### src/rtl/rs_syndrome_rx.sv
// -----------------------------------------------------------------------------
// rs_syndrome_rx
// Receive side of an RS(15,9) code over GF(16) (primitive polynomial
// x^4 + x + 1). Accepts one 15-symbol frame, highest-degree coefficient first
// (r14 .. r0), evaluates the six syndromes S_j = r(alpha^j), j = 1..6, on the
// fly with Horner's rule, and holds the result together with the captured
// word until the consumer acknowledges it.
//
// Ports
//   clk             in   1   system clock, rising edge
//   resetN          in   1   asynchronous active-low reset (release is
//                            expected to be synchronous to clk)
//   symbolIn        in   4   received GF(16) symbol, polynomial basis
//   symbolValid     in   1   symbolIn is valid this cycle
//   symbolReady     out  1   block accepts a symbol this cycle
//   syndromeAck     in   1   consumer has taken the result (DONE -> IDLE)
//   syndromeOut     out 24   S1..S6, S_j at bits [4*(j-1) +: 4]
//   recievedWordOut out 60   captured word, coefficient of x^i at [4*i +: 4]
//   syndromeValid   out  1   result outputs are final (DONE state)
//   errorDetected   out  1   any syndrome bit set, only while syndromeValid
//   rxBusy          out  1   frame in progress or result pending
//   symbolCount     out  4   symbols accepted in the current frame
//
// Every output is a register; the next-state values are computed
// combinationally from the current state and the incoming symbol so that
// the result flags are valid in the first DONE cycle.
// -----------------------------------------------------------------------------
module rs_syndrome_rx (
    input  logic        clk,
    input  logic        resetN,
    input  logic [3:0]  symbolIn,
    input  logic        symbolValid,
    output logic        symbolReady,
    input  logic        syndromeAck,
    output logic [23:0] syndromeOut,
    output logic [59:0] recievedWordOut,
    output logic        syndromeValid,
    output logic        errorDetected,
    output logic        rxBusy,
    output logic [3:0]  symbolCount
);

    typedef enum logic [1:0] {
        ST_IDLE    = 2'd0,
        ST_COLLECT = 2'd1,
        ST_DONE    = 2'd2
    } state_t;

    localparam logic [3:0] LAST_INDEX = 4'd14;   // count value of the 15th symbol

    state_t      state_r;
    logic        transfer_s;
    logic [3:0]  slot_s;
    logic [23:0] synd_next_s;
    logic [59:0] word_next_s;
    logic        synd_nonzero_s;

    // -------------------------------------------------------------------------
    // GF(16) helpers
    // -------------------------------------------------------------------------

    // Multiply by alpha: shift up one degree and fold x^4 back as x + 1.
    function automatic logic [3:0] gf_mul_alpha(input logic [3:0] a);
        logic [3:0] r;
        r = {a[2:0], 1'b0};
        if (a[3]) begin
            r = r ^ 4'b0011;
        end else begin
            r = r;
        end
        return r;
    endfunction

    // Multiply by alpha^n for a constant n in 0..6; unrolls to pure XOR logic.
    function automatic logic [3:0] gf_mul_alpha_pow(input logic [3:0] a,
                                                    input int         n);
        logic [3:0] r;
        r = a;
        for (int k = 0; k < 6; k++) begin
            if (k < n) begin
                r = gf_mul_alpha(r);
            end else begin
                r = r;
            end
        end
        return r;
    endfunction

    // symbolReady is registered, so it already reflects the current state.
    assign transfer_s = symbolValid & symbolReady;

    // Word slot for the incoming symbol: the k-th accepted symbol is r(14-k).
    always_comb begin
        slot_s = LAST_INDEX;
        if (state_r == ST_IDLE) begin
            slot_s = LAST_INDEX;
        end else begin
            slot_s = LAST_INDEX - symbolCount;
        end
    end

    // Horner step for all six syndromes; the first symbol of a frame sees a zero prior.
    always_comb begin
        synd_next_s = 24'd0;
        for (int j = 1; j <= 6; j++) begin
            if (state_r == ST_IDLE) begin
                synd_next_s[4*(j-1) +: 4] = symbolIn;
            end else begin
                synd_next_s[4*(j-1) +: 4] =
                    gf_mul_alpha_pow(syndromeOut[4*(j-1) +: 4], j) ^ symbolIn;
            end
        end
    end

    // Captured word with the incoming symbol written into its slot.
    always_comb begin
        word_next_s = recievedWordOut;
        word_next_s[{slot_s, 2'b00} +: 4] = symbolIn;
    end

    // Error flag of the result being completed this cycle.
    assign synd_nonzero_s = |synd_next_s;

    // Frame FSM with all outputs registered alongside the state.
    always_ff @(posedge clk or negedge resetN) begin
        if (!resetN) begin
            state_r         <= ST_IDLE;
            syndromeOut     <= 24'd0;
            recievedWordOut <= 60'd0;
            symbolCount     <= 4'd0;
            symbolReady     <= 1'b0;
            syndromeValid   <= 1'b0;
            errorDetected   <= 1'b0;
            rxBusy          <= 1'b0;
        end else begin
            case (state_r)
                ST_IDLE: begin
                    symbolReady   <= 1'b1;
                    syndromeValid <= 1'b0;
                    errorDetected <= 1'b0;
                    if (transfer_s) begin
                        state_r         <= ST_COLLECT;
                        syndromeOut     <= synd_next_s;
                        recievedWordOut <= word_next_s;
                        symbolCount     <= 4'd1;
                        rxBusy          <= 1'b1;
                    end else begin
                        rxBusy          <= 1'b0;
                    end
                end

                ST_COLLECT: begin
                    rxBusy <= 1'b1;
                    if (transfer_s) begin
                        syndromeOut     <= synd_next_s;
                        recievedWordOut <= word_next_s;
                        symbolCount     <= symbolCount + 4'd1;
                        if (symbolCount == LAST_INDEX) begin
                            // 15th symbol: result is final on the next cycle.
                            state_r       <= ST_DONE;
                            symbolReady   <= 1'b0;
                            syndromeValid <= 1'b1;
                            errorDetected <= synd_nonzero_s;
                        end else begin
                            symbolReady   <= 1'b1;
                            syndromeValid <= 1'b0;
                            errorDetected <= 1'b0;
                        end
                    end else begin
                        // Gap in the stream: everything holds.
                        symbolReady   <= 1'b1;
                        syndromeValid <= 1'b0;
                        errorDetected <= 1'b0;
                    end
                end

                ST_DONE: begin
                    // Incoming symbols are refused here (symbolReady is 0).
                    if (syndromeAck) begin
                        state_r       <= ST_IDLE;
                        syndromeOut   <= 24'd0;
                        symbolCount   <= 4'd0;
                        symbolReady   <= 1'b1;
                        syndromeValid <= 1'b0;
                        errorDetected <= 1'b0;
                        rxBusy        <= 1'b0;
                    end else begin
                        symbolReady   <= 1'b0;
                        syndromeValid <= 1'b1;
                        rxBusy        <= 1'b1;
                    end
                end

                default: begin
                    // Unreachable encoding: recover to a clean IDLE.
                    state_r       <= ST_IDLE;
                    syndromeOut   <= 24'd0;
                    symbolCount   <= 4'd0;
                    symbolReady   <= 1'b1;
                    syndromeValid <= 1'b0;
                    errorDetected <= 1'b0;
                    rxBusy        <= 1'b0;
                end
            endcase
        end
    end

endmodule

### config.mk
export PLATFORM = sky130hd
export DESIGN_NAME = rs_syndrome_rx
export DESIGN_NICKNAME = d
export VERILOG_FILES = /design/src/rtl/rs_syndrome_rx.sv
export SDC_FILE = /design/constraint.sdc
export NUM_CORES = 1
export LEC_CHECK = 0
export CAP_MARGIN = 10
export CELL_PAD_IN_SITES_DETAIL_PLACEMENT = 1
export CELL_PAD_IN_SITES_GLOBAL_PLACEMENT = 1
export CORE_MARGIN = 10
export CORE_UTILIZATION = 43
export DETAILED_ROUTE_END_ITERATION = 6
export PLACE_DENSITY = 0.88
export SYNTH_ARGS = -nofsm -noshare
export SYNTH_HDL_FRONTEND = slang
export SYNTH_SLANG_ARGS = --single-unit
### constraint.sdc
create_clock -name clk -period 3.9 [get_ports clk]
set_input_delay 0.585 -clock clk [delete_from_list [all_inputs] [get_ports clk]]
set_output_delay 0.585 -clock clk [all_outputs]
set_load 0.05 [all_outputs]
==> key figures <==
Timing
  • Upper clock frequency limit: 345 MHz
  • Final Slew Violations: 0
  • Final worst path period share: 0.743
  • Post-Route Setup TNS: 0 ps
  • Final hold violations: 0
  • Final min period: 2900 ps
  • RSZ-0062 raised after global routing: false
  • Worst rel slew slack: 0.380
  • Final setup viols: 0
  • Fin Clk Skew: 6.32 ps
  • Worst slew pin tran: 930 ps
  • Worst Hold Margin: 369 ps
  • Setup WS post-layout: 1000 ps

Layout
  • # diodes: 0
  • Layout cells sized above 1: 0.179
  • Most common cell after layout, fill and taps aside: clkdlybuf4s50_1
  • Area delta synth->final: 27.6%
  • NumNets Final: 583
  • Commonest cells after routing, fill and taps aside: 98 x clkdlybuf4s50_1, 94 x dfrtp_1, 60 x mux2_2

Synth
  • Syn_area_per_cell: 10.5 sq um
  • Syn Std Cell Area: 5000 sq um
  • Register bit count reported by yosys: 94
  • Seq/Total Area, Yosys: 0.470
  • Yosys cell types: 53
  • EDFF count, synth: 0
  • Post-synth ARST share: 1.00
  • Post-synthesis cell count: 478
  • Ys flop type: dfrtp_1
  • Synth warnings: 0
  • Syn_nets: 495

Power and ir drop
  • Worst ir drop on vdd: 0.473 mV
  • Internal Power: 0.00253 W
  • Pwr Density: 768 nW/um^2
  • Psw: 0.00237 W
  • Gate power share: 0.535
  • Switching share of power: 0.484
  • Reg power frac: 0.301
  • Clock power frac: 0.165
  • Final total power: 0.00490 W
  • Leakage Power: 2.69 nW

Floorplan
  • Die Span Y: 128 microns
  • CORE AREA: 11400 sq um
  • DIE WIDTH: 128 microns
  • Row cnt: 39
  • I/O Pins: 100
  • Total die area: 16300 sq um
  • Initial Util: 0.438

Worst setup path
  • Worst EP required: 4130 ps
  • CP startpoint: state_r[0]
  • Startpoint types: flop
  • Critical R2R Launch: state_r[0]
  • Crit. End Element: flop
  • CP arrival: 3130 ps
  • CP Max Fanout: 8
  • WS Path Type: reg -> reg

Routing
  • Vias: 3978
  • Antenna-violating nets left: 0
  • DRT Pass-1 Iters: 4
  • Initial DRC Count: 262
  • Drt wl/cell: 21.5 microns
  • Vias/cell: 5.58
  • Wirelength, routed: 15300 microns
  • DRC viols: 0

GRT
  • Initial antenna violation count: 0
  • Overall Global Routing Usage: 0.190
  • Met1 usage: 0.218
  • Grt peak-use layer: met2
  • Pin count of the biggest net entering global routing: 73
  • Total gr overflow: 0
  • First-pass GRT wire length: 24700 microns
  • Number of global-route vias before repair: 4416
  • Met3 usage: 0.0480
  • Met2 Use GR: 0.328

Placed design
  • # port buffers: 99
  • GPL Wtd Cong: 0.874
  • HPWL after DPL: 11000 microns
  • DP Worst Slack: 1020 ps

Clocking
  • CTS buffer count: 9
  • Setup Buffers After CTS: 0
  • Max Root-Sink Buffers: 2
  • Worst skew pair latency: 350 ps
  • Post-CTS sizing: 0
  • CTS tree: yes
  • Post-CTS Hold Buffers: 0
  • CTS root buf: clkbuf_16
  • Clk sinks: 94
  • Clk pin slew, worst setup/hold paths: 70 ps
  • H-tree depth reported by CTS: 3

Run
  • Max cap viols: 0

Worst hold path
  • Path category of the worst min-delay check: in -> async

Status
  • Run status: completed
-- synthesized netlist by cell type (2+ instances only) --
| cell type | number | area, sq um |
|---|---|---|
| or3_1 | 2 | 12.5 |
| o31a_1 | 2 | 17.5 |
| a211o_1 | 2 | 17.5 |
| nand2b_1 | 6 | 37.5 |
| a32oi_1 | 2 | 17.5 |
| dfrtp_1 | 94 | 2350 |
| and2_1 | 6 | 37.5 |
| xnor2_1 | 42 | 368 |
| or3b_2 | 2 | 17.5 |
| nor3_1 | 9 | 45.0 |
| nand2_1 | 47 | 176 |
| and4_1 | 2 | 17.5 |
| o31ai_1 | 4 | 30.0 |
| and3_1 | 4 | 25.0 |
| a211oi_1 | 5 | 37.5 |
| a31oi_1 | 6 | 37.5 |
| mux2_2 | 60 | 676 |
| nand4_1 | 3 | 18.8 |
| o21ai_0 | 42 | 210 |
| nor2_1 | 26 | 97.6 |
| clkbuf_1 | 25 | 93.8 |
| and2_2 | 2 | 15.0 |
| nor2_4 | 2 | 22.5 |
| buf_1 | 5 | 18.8 |
| nor2_2 | 3 | 18.8 |
| inv_1 | 8 | 30.0 |
| a21oi_1 | 8 | 40.0 |
| nand3_1 | 7 | 35.0 |
| ha_1 | 9 | 113 |
| xor2_1 | 7 | 61.3 |
| mux2i_1 | 3 | 30.0 |
| nand3_2 | 2 | 20.0 |
| nor2b_1 | 11 | 68.8 |
-- stage by stage --
| stage | instance area [sq um] | utilization | std cells |
|---|---|---|---|
| 2_1_floorplan | 5000 | - | 478 |
| 3_3_place_gp | 6120 | 0.536 | 698 |
| 3_5_place_dp | 6120 | 0.536 | 698 |
| 4_1_cts | 6380 | 0.559 | 713 |
| 5_1_grt | 6380 | 0.559 | 713 |
| 6_report | 6380 | 0.559 | 713 |
-- worst max-delay path: stages (launching register included) --
cell and delay (ps):
dfrtp_1 400, inv_1 80, ha_1 300, inv_1 200, nand2_1 150, ha_1 300, or3_1 430, a211o_1 330
nor2_2 210, mux2_2 370
-- sequential cells by signal, summed over array words and instances (netlist names) --
signal	flops
recievedWordOut	60
syndromeOut	24
symbolCount	4
state_r	2
errorDetected	1
rxBusy	1
symbolReady	1
syndromeValid	1
-- cell families after synthesis --
family | Yosys count | share of synthesized area
XOR/XNOR | 49 | 0.0858
flip-flops | 94 | 0.470
buffers and inverters | 39 | 0.0295
adder cells (fa/ha/maj) | 9 | 0.0225
AO/OA/AOI/OAI | 81 | 0.102
multiplexers | 63 | 0.141
AND/OR/NAND/NOR | 143 | 0.148
-- layer usage --
metal / routed length, microns / vias to the layer above
met5: 0 / -
met4: 376 / 0
met3: 902 / 23
met2: 7810 / 95
met1: 6250 / 2040
li1: - / 1820
-- power groups by stage --
| stage | combinational [W] | sequential, W | clock [W] |
|---|---|---|---|
| 6_report | 0.00262 | 0.00147 | 0.000806 |
| 5_1_grt | 0.00281 | 0.00151 | 0.000861 |
| 2_1_floorplan | 0.00115 | 0.00210 | 0 |
| 3_5_place_dp | 0.00262 | 0.00148 | 0 |
| 3_3_place_gp | 0.00253 | 0.00146 | 0 |
| 4_1_cts | 0.00264 | 0.00147 | 0.000819 |
-- final timing paths --
| check | to | slack, ps | depth (start not counted) |
|---|---|---|---|
| worst max-delay path | recievedWordOut[35] | 1000 | 9 |
| max in group asynchronous | recievedWordOut[32] | 2640 | 2 |
| worst max register to register | recievedWordOut[35] | 1000 | 9 |
| min in group clk | recievedWordOut[15] | 510 | 1 |
| worst min register to register | recievedWordOut[15] | 510 | 1 |
| worst min-delay path | syndromeOut[3] | 370 | 1 |
-- layout make-up --
cell class	instances	area, sq um
inverter	8	30.0
tap	143	179
clock inverter	4	25.0
multi-input combinational	345	2500
timing repair buffer	108	1060
sequential	94	2350
clock buffer	11	233
fill	1229	5040
Power figures use the tool's default switching activity.
